`src/rtl/block_word_reader_if.sv`:
```
// rtl/block_word_reader_if.sv - word stream from block_word_reader to the message-schedule stage
interface block_word_reader_if;
    logic [31:0] word;
    logic        word_valid;
    logic        word_ready;
    logic [3:0]  word_idx;
    logic        last_word;

    modport master (
        output word,
        output word_valid,
        output word_idx,
        output last_word,
        input  word_ready
    );

    modport slave (
        input  word,
        input  word_valid,
        input  word_idx,
        input  last_word,
        output word_ready
    );
endinterface

```
`src/rtl/block_word_reader.sv`:
```
// rtl/block_word_reader.sv - sequences message-memory reads and packs bytes into big-endian 32-bit words
module block_word_reader #(
    parameter int DATA_DEPTH = 512,
    parameter int ADDR_WIDTH = 9
) (
    input  logic                  clk,
    input  logic                  reset,
    input  logic                  start,
    input  logic [7:0]            out_mem,
    output logic [ADDR_WIDTH-1:0] indirizzo_read,
    output logic [1:0]            state,
    block_word_reader_if.master   wr,
    output logic                  busy,
    output logic                  done
);

    typedef enum logic [2:0] {
        S_IDLE,
        S_FETCH,
        S_LAST,
        S_WAIT_OUT,
        S_DONE
    } state_t;

    state_t                r_state;
    state_t                w_next;
    logic [ADDR_WIDTH-1:0] r_addr;
    logic [ADDR_WIDTH-1:0] r_rd_addr;
    logic [1:0]            r_byte_cnt;
    logic [23:0]           r_sr;
    logic [31:0]           r_word;
    logic [3:0]            r_word_idx;
    logic                  r_word_last;
    logic                  w_handshake;

    assign w_handshake = (r_state == S_WAIT_OUT) && wr.word_ready;

    always_ff @(posedge clk) begin
        if (!reset) begin
            r_state <= S_IDLE;
        end else begin
            r_state <= w_next;
        end
    end

    always_comb begin
        w_next = r_state;
        case (r_state)
            S_IDLE:     if (start) w_next = S_FETCH;
            S_FETCH:    if (r_byte_cnt == 2'd3) w_next = S_LAST;
            S_LAST:     w_next = S_WAIT_OUT;
            S_WAIT_OUT: if (w_handshake) w_next = r_word_last ? S_DONE : S_FETCH;
            S_DONE:     if (start) w_next = S_FETCH;
            default:    w_next = S_IDLE;
        endcase
    end

    // r_rd_addr remembers the last issued address so the read port holds still under backpressure.
    always_ff @(posedge clk) begin
        if (!reset) begin
            r_addr      <= '0;
            r_rd_addr   <= '0;
            r_byte_cnt  <= '0;
            r_sr        <= '0;
            r_word      <= '0;
            r_word_idx  <= '0;
            r_word_last <= 1'b0;
        end else begin
            case (r_state)
                S_IDLE, S_DONE: begin
                    if (start) begin
                        r_addr     <= '0;
                        r_byte_cnt <= '0;
                    end
                end
                S_FETCH: begin
                    r_rd_addr  <= r_addr;
                    r_addr     <= r_addr + ADDR_WIDTH'(1);
                    r_byte_cnt <= r_byte_cnt + 2'd1;
                    r_sr       <= {r_sr[15:0], out_mem};
                end
                S_LAST: begin
                    r_word      <= {r_sr, out_mem};
                    r_word_idx  <= r_rd_addr[5:2];
                    r_word_last <= &r_rd_addr[ADDR_WIDTH-1:2];
                end
                default: begin
                end
            endcase
        end
    end

    always_comb begin
        state          = 2'b00;
        indirizzo_read = r_rd_addr;
        busy           = 1'b0;
        done           = 1'b0;
        case (r_state)
            S_FETCH: begin
                state          = 2'b10;
                indirizzo_read = r_addr;
                busy           = 1'b1;
            end
            S_LAST, S_WAIT_OUT: busy = 1'b1;
            S_DONE:             done = 1'b1;
            default: begin
            end
        endcase
    end

    assign wr.word       = r_word;
    assign wr.word_idx   = r_word_idx;
    assign wr.word_valid = (r_state == S_WAIT_OUT);
    assign wr.last_word  = (r_state == S_WAIT_OUT) && (r_word_idx == 4'd15);

endmodule

```
`src/flat_wrapper.sv`:
```
// flat-port wrapper written by rule: the top's interface ports become plain ports
module block_word_reader_flat 
#(
    parameter int DATA_DEPTH = 512,
    parameter int ADDR_WIDTH = 9
)
  (clk, reset, start, out_mem, indirizzo_read, state, busy, done, wr_word, wr_word_valid, wr_word_idx, wr_last_word, wr_word_ready);
  block_word_reader_if wr_i ();
  input  logic clk;
  input  logic reset;
  input  logic start;
  input  logic [7:0] out_mem;
  output logic [ADDR_WIDTH-1:0] indirizzo_read;
  output logic [1:0] state;
  output logic busy;
  output logic done;
  output wire logic [$bits(wr_i.word)-1:0] wr_word;
  output wire logic [$bits(wr_i.word_valid)-1:0] wr_word_valid;
  output wire logic [$bits(wr_i.word_idx)-1:0] wr_word_idx;
  output wire logic [$bits(wr_i.last_word)-1:0] wr_last_word;
  input wire logic [$bits(wr_i.word_ready)-1:0] wr_word_ready;
  assign wr_word = wr_i.word;
  assign wr_word_valid = wr_i.word_valid;
  assign wr_word_idx = wr_i.word_idx;
  assign wr_last_word = wr_i.last_word;
  assign wr_i.word_ready = wr_word_ready;
  block_word_reader #(.DATA_DEPTH(DATA_DEPTH), .ADDR_WIDTH(ADDR_WIDTH)) u_core (.clk(clk), .reset(reset), .start(start), .out_mem(out_mem), .indirizzo_read(indirizzo_read), .state(state), .wr(wr_i), .busy(busy), .done(done));
endmodule
```
`config.mk`:
```
export PLATFORM = sky130hd
export DESIGN_NAME = block_word_reader_flat
export DESIGN_NICKNAME = d
export VERILOG_FILES = /design/src/rtl/block_word_reader_if.sv /design/src/rtl/block_word_reader.sv /design/src/flat_wrapper.sv
export SDC_FILE = /design/constraint.sdc
export NUM_CORES = 1
export LEC_CHECK = 0
export ABC_AREA = 0
export CORE_UTILIZATION = 45
export CTS_CLUSTER_DIAMETER = 30
export DETAILED_ROUTE_END_ITERATION = 8
export PLACE_DENSITY = 0.77
export SKIP_CTS_REPAIR_TIMING = 1
export SLEW_MARGIN = 0
export SYNTH_ARGS = -nofsm -noshare
export SYNTH_HDL_FRONTEND = slang
export SYNTH_SLANG_ARGS = --single-unit
```
`constraint.sdc`:
```
create_clock -name clk -period 2.3 [get_ports clk]
set_input_delay 0.23 -clock clk [delete_from_list [all_inputs] [get_ports clk]]
set_output_delay 0.23 -clock clk [all_outputs]
set_load 0.005 [all_outputs]
```
# Yosys cells after proc, flatten, opt, wreduce, memory -nomap -nowiden
# Index checks and enable logic that the tools add are counted.
# classes
add_sub_neg,2
eq_ne,9
mux,13
n_reduce_logical,9
# op_table
op,count
$mux 9,2
$pmux 9 s2,1
$mux 3,4
$pmux 3 s4,1
$add 9x1->9 const B,1
$reduce_and 7->1,1
$eq 3x2->1 const B,2
$ne 2x1->1 const B,3
$eq 4x4->1 const B,1
$mux 2,2
$pmux 2 s2,1
$eq 3x1->1 const B,1
$eq 3x3->1 const B,1
$logic_not 3->1,1
$reduce_and 3->1,1
$reduce_or 3->1,1
$add 2x1->2 const B,1
$eq 2x2->1 const B,1
$logic_and 1x1->1,2
$mux 1,2
$reduce_and 2->1,1
$reduce_bool 2->1,1
$reduce_or 2->1,1
# totals
regBits,84
input_bits,12
output_inout_bits,51
elab_cells,41

# Depth between registers and ports, before layout
# Gate-level depths: netlist of run 1.
# logic_depth
word_depth,4
ltp_mapped,8
depth_no_buf,5

# Worst setup path after synthesis of run 1
# No wires, ideal clock.
# synth_timing
kind,reg2reg
from,reg u_core.r_addr[0]
to,reg u_core.r_addr[8]
setup_ns,0.120
arrival_time_ns,1.360
required_ns,2.180
path_slack_ns,0.820
stages_incl_launch_ff,6
path_buffers,0
synth_period_minus_slack_ns,1.480
cell_sequence,dfxtp_1 ha_1 nand2_1 or3_1 nor2b_1 o31a_1
# synth_via
elab_chain_cells,2
# synth_lines
item,line_no,text
start: declaration,block_word_reader.sv:27,logic [ADDR_WIDTH-1:0] r_addr;
start signal: assignment,block_word_reader.sv:78,r_addr <= r_addr + ADDR_WIDTH'(1);
$add 9x1->9,block_word_reader.sv:78,
$pmux 9 s2,block_word_reader.sv:69,case (r_state)
# Every way passes these cells.
# A chain may end at the register's enable or synchronous reset.

# Worst setup path after layout of run 1
# layout_timing
from,reg u_core.r_state[2]
to,out indirizzo_read[7]
# layout_via
elab_chain_cells,2
# layout_lines
item,line_no,text
start: declaration,block_word_reader.sv:25,state_t r_state;
start signal: assignment,block_word_reader.sv:42,r_state <= w_next;
$eq 3x1->1,block_word_reader.sv:98,case (r_state)
$mux 9,-,
end: declaration,flat_wrapper.sv:13,output logic [ADDR_WIDTH-1:0] indirizzo_read;
# Every way passes these cells.

==> impl_summary.md, run 1 <==
Layout
The sequential cell area is 1680 um^2. The total of fill cells in the finished design is 653. The area added between synthesis and finish is 26.7%. The top cell types in the final layout, fill and taps aside, are sky130_fd_sc_hd__nand2_1 (155), sky130_fd_sc_hd__dfxtp_1 (83), sky130_fd_sc_hd__a21boi_0 (61). The repair_antennas step left the layout with diodes totalling 0.

The most common cell after layout, fill and taps aside is sky130_fd_sc_hd__nand2_1. The number of nets in the layout is between 400 and 500. The combined area of the multi-input logic cells is about 1500 um^2. The final standard cell area without fillers is about 4300 um^2. The fraction of layout instances using a drive strength above 1 is 0.0734.

Power
The post-layout total power is about 3 mW. The leakage power figure is between 1.5 and 2 nW. The worst-case IR drop observed on VDD is roughly 0.00032 V. Dividing total power by cell area gives a power density of 684 nW/um^2.

Logic synthesis
In the post-synthesis netlist, the biggest area contributors are sky130_fd_sc_hd__dfxtp_1 (50%), sky130_fd_sc_hd__nand2_1 (17%), sky130_fd_sc_hd__a21boi_0 (14%), sky130_fd_sc_hd__and2_1 (2.0%), sky130_fd_sc_hd__buf_6 (1.3%). The biggest area consumer among synthesized cells is sky130_fd_sc_hd__dfxtp_1. In this run, synthesis produced a sequential element count of 84.

The number of flops mapped to enable cells by yosys is 0. The synthesized netlist cell count is between 400 and 500. The number of different library cells in the post-synthesis netlist is 39. Among all flip-flop cells after synthesis, the most frequent one is sky130_fd_sc_hd__dfxtp_1. The yosys synthesis warning count is 0.

After synthesis, the share of flip-flops with an asynchronous set or reset is 0. The synthesized netlist occupies a cell area of around 3400 um^2. The average instance in the mapped netlist occupies between 8 and 9 um^2. The share of synthesized area occupied by flip-flops and latches is 0.496. Counting every net in the synthesized netlist gives 420.

The share of Yosys cell area claimed by the top area cell type is 0.496.

Setup path
The critical path goes through or3b_4 > buf_4 > o21ai_2 > clkdlybuf4s50_1. STA classifies the critical path endpoint as an output pin. The first element of the critical path is u_core.r_state[2]. STA classifies the critical path startpoint as a flop. The required time of the critical path is slightly above 2 ns.

The worst setup path is of the reg -> out kind. For this design, the slowest cell found on the critical path is sky130_fd_sc_hd__clkdlybuf4s50_1. The startpoint of the lowest-slack register-to-register path is u_core.r_addr[0]. The maximum single-stage delay on the critical path is 0.51 ns.

The critical path arrival is 2.00 ns. Along the worst path, the maximum fanout reaches 16.

Global routing
The global route total overflow is 0. The number of antenna violations at the first check in global routing is 0. The all-layer global routing usage is 0.197. Entering global routing, the biggest net connects 42 pins. The via count of the first global-routing pass is approximately 2600. The first global-routing pass estimated approximately 12000 um of wire.

Detailed routing
After detailed routing, the average wire length per cell comes to approximately 13 um. The detailed-route wire length is roughly 7100 um. The first TritonRoute pass finished after 4 iterations. The final route contains 2817 vias. In this run, the number of DRC markers left after iteration 0 of detailed routing was 170. Dividing the detail-routed via count by the number of cells gives 5.01. The detail route stage leaves a number of antenna-violating nets equal to 0. In the routed design, unresolved DRC markers number 0.

Clocking
For this design, the sink count on the clock tree is 84. The clock input transition at the sequential cells of the worst setup and hold paths is approximately 0.09 ns. The tree is rooted in a sky130_fd_sc_hd__clkbuf_8. The buffer depth of the longest clock path is 2. TritonCTS built the clock tree. The H-tree was split into 3 levels. For the worst-skew pair, the clock arrives at the later sink with an insertion delay of about 0.35 ns. The number of buffers added by the clock tree synthesis step is 9.

Floorplan
63 I/O pins were placed. The die area is between 7000 and 8000 um^2. The height of the chip is ~89 um.

For this configuration, the core starts out at a cell density of 0.467. The floorplan has 31 rows. Measured along the x axis, the die boundary spans ~89 um. In this run the standard cell core region covers between 7000 and 8000 um^2.

Timing
The number of pins exceeding their max-slew limit in the final report is 0. The final count of hold timing violations came to 0. Setup violations remaining at the end of the flow were counted as 0. The achievable clock frequency is ~450 MHz. The final critical path time including I/O delays and setup is around 2.2 ns. In this run the tightest slew margin relative to its limit is 0.657.

For the pin with the worst max-slew slack, the measured transition is around 0.5 ns. Hold timing on the final database bottoms out at a slack of 0.374 ns. In the finished design, the share of the clock period the worst path needs comes to 0.970. The post-route worst setup slack is about 0.07 ns. Across the routed clock network, the largest skew measured is 0.0108 ns. Setup repair after global routing left no endpoint under its margin.

The setup TNS is 0 ns.

Placement
Timing analysis after detailed placement gives a worst setup slack of roughly 0.33 ns. Routability-driven placement finished with a final weighted congestion of 0.824. The count of buffers added on input and output ports is a little over 60. The area of placed instances is slightly above 4000 um^2. The final HPWL from detailed placement is about 4700 um.

Min path
The path class of the lowest-slack min-delay path is in -> reg. The startpoint identified for the worst hold timing path is reset.

Run
The total of max-cap violations is 0.

Run status
The run finished with clean final reports.
[worst max-delay path, delay by kind of cell (launching register included)]
family | cells | cell delay (ns)
compound gates | 1 | 0.14
flops | 1 | 0.36
simple gates | 1 | 0.43
buf+inv | 2 | 0.72
[sequential cells by signal, indices dropped and copies added (netlist names)]
register,count
u_core.r_addr,9
u_core.r_rd_addr,9
u_core.r_word_last,1
u_core.r_state,3
u_core.wr.word,32
u_core.r_byte_cnt,2
u_core.wr.word_idx,4
u_core.r_sr,24
[final cells by class]
type | count | area share
Sequential cell | 84 | 0.392
Multi-Input combinational cell | 289 | 0.358
Timing Repair Buffer | 70 | 0.160
Clock buffer | 9 | 0.0288
Tap cell | 99 | 0.0288
Clock inverter | 7 | 0.0285
Inverter | 4 | 0.00466
[worst paths after layout]
check                                          end  slack, ns  cells past startpoint
worst min-delay path              u_core.r_addr[8]       0.37                      2
worst max-delay path             indirizzo_read[7]       0.07                      4
worst min register to register  u_core.wr.word[25]       0.46                      2
worst max register to register    u_core.r_addr[8]       0.66                      5
[stage by stage]
| stage | util | std cells |
|---|---|---|
| floorplan | - | 406 |
| global placement | 0.557 | 546 |
| detailed placement | 0.557 | 546 |
| CTS | 0.591 | 562 |
| global route | 0.592 | 562 |
| finish | 0.592 | 562 |
[Yosys cell counts (all sizes together) (2+ instances only)]
cell type / n
nand2: 155
dfxtp: 84
a21boi: 64
buf: 17
clkbuf: 12
and2: 11
nor2b: 6
a21oi: 5
nor2: 5
o21ai: 5
nand3: 4
nand4: 4
inv: 3
nand2b: 3
nor4: 3
o21a: 3
ha: 2
mux2i: 2
nor3: 2
o211a: 2
or3b: 2
[metal layers]
| layer | up-vias | part of all wire | GRT usage |
|---|---|---|---|
| met2 | 73 | 0.46 | 0.303 |
| met4 | 0 | 0.016 | 0.0836 |
| li1 | 1430 | - | - |
| met1 | 1302 | 0.48 | 0.263 |
| met3 | 12 | 0.039 | 0.0476 |
| met5 | - | 0 | 0 |
[report_power, final]
| part | internal (mW) | switching (mW) | leakage, nW |
|---|---|---|---|
| Sequential | 1.47 | 0.0168 | 0.679 |
| Clock | 0.728 | 0.539 | 0.116 |
| Combinational | 0.0763 | 0.101 | 0.716 |
[cell families (layout without fill, tap and decap cells)]
group                      Yosys count  after routing  share of synthesized area
and+or+nand+nor                    198            198                      0.250
muxes                                2              2                    0.00591
buffers and inverters               33             90                     0.0532
DFF                                 84             84                      0.496
AOI/OAI and AO/OA                   86             86                      0.186
other                                1              1                    0.00111
adders and majority gates            2              2                    0.00738
No activity file was read; power rests on OpenSTA's default activity.
==> inputs of run 2 (changes only) <==
--- a/config.mk
+++ b/config.mk
@@ -6,6 +6,7 @@
 export NUM_CORES = 1
 export LEC_CHECK = 0
 export ABC_AREA = 0
+export ABC_CLOCK_PERIOD_IN_PS = 2300
 export CORE_UTILIZATION = 45
 export CTS_CLUSTER_DIAMETER = 30
 export DETAILED_ROUTE_END_ITERATION = 8
==> results of run 2 <==
No change in the layout: final DEF, timing and power equal those of run 1.
==> inputs of run 3 (changes only) <==
--- a/config.mk
+++ b/config.mk
@@ -11,6 +11,7 @@
 export CTS_CLUSTER_DIAMETER = 30
 export DETAILED_ROUTE_END_ITERATION = 8
 export PLACE_DENSITY = 0.77
+export REMOVE_ABC_BUFFERS = 1
 export SKIP_CTS_REPAIR_TIMING = 1
 export SLEW_MARGIN = 0
 export SYNTH_ARGS = -nofsm -noshare
==> run 3 against run 2 <==
Against the previous run:
- clock-buffer cell count unchanged
- largest cell class unchanged
- combinational power about the same
- register-to-register slack about the same
- critical endpoint unchanged
- setup slack better by 0.0015 ns
- highest routed layer unchanged
- via count down 0.39%
==> impl_summary.md, run 3 (synthesis results as in run 1) <==
Run status
The flow ran to the end, and the final reports show no timing, DRC or antenna violations.

Setup path
The reg-to-reg endpoint is u_core.r_addr[8]. The critical path arrival is 2.00 ns (about the same). The worst setup path is launched from a flop.

The startpoint identified for the worst register-to-register timing path is u_core.r_addr[0]. The required time of the critical path is 2.07 ns (about the same). The worst setup slack for register-to-register paths was 0.66 ns (about the same). The number of cells on the worst reg-to-reg path was 5 (unchanged). The worst setup path is captured at an output pin. The biggest fanout along the worst timing path is 19 (+3). The critical path is of the reg -> out type.

Power
The combinational power share was 0.064 (+0.004). The net switching component of the power is 0.658 mW (about the same). The internal power of the cells came to 2.17 mW (-4.7%). The net switching fraction of the power is 0.232 (+0.00861). The power share of the sequential group is 0.527 (+0.019).

The post-layout total power is 2.83 mW (-3.6%). The power density of the placed cells came to 662 nW/um^2 (-3.2%). The peak ir drop on the vdd network is 0.000397 V (+22%).

The clock share of power came to 0.410 (-0.022). The leakage power figure came to 1.51 nW (-0.15%).

Global routing
The pin count of the biggest net entering global routing came to 48 (+14%). The via count of the first global-routing pass is 2512 (-3.7%). The global-route wire length before repair is 11200 um (-6.3%). The number of antenna violations at the first check in global routing was 0 (unchanged). The all-layer global routing usage was 0.183 (-0.0135). The global route total overflow is 0 (unchanged).

Layout
The fraction of layout instances using a drive strength above 1 was 0.0711 (-0.00231). The number of nets in the layout was 473 (+0.21%). The flip-flop count of the largest register after layout was 32 (unchanged). Leaving out fill and tap cells, the most frequent cell in the layout is sky130_fd_sc_hd__nand2_1. The count of non-filler cells in the finished layout is 563 (+0.18%).

The final standard cell area without fillers is 4280 um^2 (-0.47%). The number of antenna repair diodes came to 0 (unchanged). In the layout the commonest cells are sky130_fd_sc_hd__nand2_1 (155), sky130_fd_sc_hd__dfxtp_1 (84), sky130_fd_sc_hd__a21boi_0 (61). Compared with the post-synthesis result, the final layout area differs by 26.1%.

Placement
The final HPWL from detailed placement is 4360 um (-8.1%). The number of placed instances, taps included was 545 (-0.18%). The area of placed instances is 4030 um^2 (-0.19%). The number of buffer cells added on primary ports is 61 (unchanged). The routability congestion estimate is 0.853 (+3.6%). The worst slack at placement was 0.338 ns (+0.00606 ns).

Floorplan
The number of I/O pins came to 63 (unchanged). The die area is 7880 um^2 (unchanged). The row count is 31 (unchanged).

The placeable core region is 7250 um^2 (unchanged). The effective utilization at floorplan is 0.467 (unchanged). The height of the chip is 88.8 um (unchanged).

The die outline width is 88.8 um (unchanged).

Detailed routing
The detailed-route wire length came to 6850 um (-3.6%). The iteration-0 DRC count of the detailed router is 129 (-24%). The via count is 2806 (-0.39%). The mean number of vias per cell is 4.98 (-0.57%).

The final routed DRC violation total is 0 (unchanged). The final antenna-violating net count is 0 (unchanged). The count of TritonRoute iterations in the first routing pass came to 4 (unchanged).

The wire length per cell came to 12.2 um (-3.8%).

Min path
The worst hold path begins at reset. The path class of the lowest-slack min-delay path is in -> reg. The path with the worst hold slack has its endpoint at u_core.r_addr[7]. The number of stages on the worst hold path is 2 (unchanged).

Clocking
The number of H-tree branching levels is 3 (unchanged). The tree is rooted in a sky130_fd_sc_hd__clkbuf_8. The number of clock sinks came to 84 (unchanged). The clock input transition at the sequential cells of the worst setup and hold paths came to 0.09 ns (about the same). The source-to-sink clock delay at the later pin of the worst-skew pair is 0.35 ns (about the same). TritonCTS built the clock tree. The number of buffers added by the clock tree synthesis step is 9 (unchanged). The buffer depth of the longest clock path is 2 (unchanged).

Run
The total of max-cap violations was 0 (unchanged).

Timing
The number of pins exceeding their max-slew limit in the final report is 0 (unchanged). The transition time at the pin with the least slew margin came to 0.611 ns (+0.0971 ns). The final count of hold timing violations is 0 (unchanged).

The setup TNS came to 0 ns (unchanged). The worst slew slack as a fraction of its limit was 0.592 (-0.0647). The achievable clock frequency is 449 MHz (about the same). The post-route worst setup slack is 0.0714 ns (+0.00147 ns). The final critical path time including I/O delays and setup was 2.23 ns (-0.00147 ns).

The setup violation total in the final timing report is 0 (unchanged). Setup repair after global routing left no endpoint under its margin. The period utilization is 0.969 (about the same).

The final worst clock skew came to 0.00770 ns (-0.00306 ns).
[run 3: through the flow]
| step | utilization | hold WS, ns |
|---|---|---|
| floorplan | - | 0.348 |
| global placement | 0.556 | 0.446 |
| detailed placement | 0.556 | 0.455 |
| CTS | 0.587 | 0.423 |
| global route | 0.589 | 0.453 |
| finish | 0.589 | 0.427 |
[run 3: critical path, stage by stage (launching register included)]
cell	delay (ns)
sky130_fd_sc_hd__dfxtp_1	0.36
sky130_fd_sc_hd__or3b_4	0.43
sky130_fd_sc_hd__buf_6	0.18
sky130_fd_sc_hd__o21ai_1	0.16
sky130_fd_sc_hd__clkdlybuf4s50_1	0.52
[run 3: area by class of cell]
cell class	instances	area, um^2
repair buffers	70	689
clock buffers	9	124
repair inverters	1	5.00
clock inverters	7	98.8
multi-input cells	289	1530
fillers	659	2980
well taps	99	124
inverters	4	20.0
flip-flops and latches	84	1680
[run 3: how the worst max path moves through the flow]
stage | end | cells past startpoint | from
3_5_place_dp | indirizzo_read[7] | 4 | u_core.r_state[2]
6_report | indirizzo_read[7] | 4 | u_core.r_state[2]
3_3_place_gp | indirizzo_read[7] | 4 | u_core.r_state[2]
2_1_floorplan | u_core.r_addr[8] | 5 | u_core.r_state[1]
5_1_grt | indirizzo_read[7] | 4 | u_core.r_state[2]
4_1_cts | indirizzo_read[7] | 4 | u_core.r_state[2]
[run 3: power by group through the flow]
| stage | combinational [mW] | clock [mW] | sequential (mW) |
|---|---|---|---|
| final | 0.181 | 1.16 | 1.49 |
| after global routing | 0.199 | 1.25 | 1.49 |
| after CTS | 0.175 | 1.19 | 1.49 |
| after detailed placement | 0.173 | 0 | 1.52 |
| after global placement | 0.170 | 0 | 1.52 |
| after floorplan | 0.0844 | 0 | 1.52 |
[run 3: per-layer routing]
layer	global-route usage	part of all wire	vias up
met5	0	0	-
met4	0.0806	0.017	0
met3	0.0317	0.042	10
met2	0.324	0.49	60
met1	0.217	0.45	1313
li1	-	-	1423
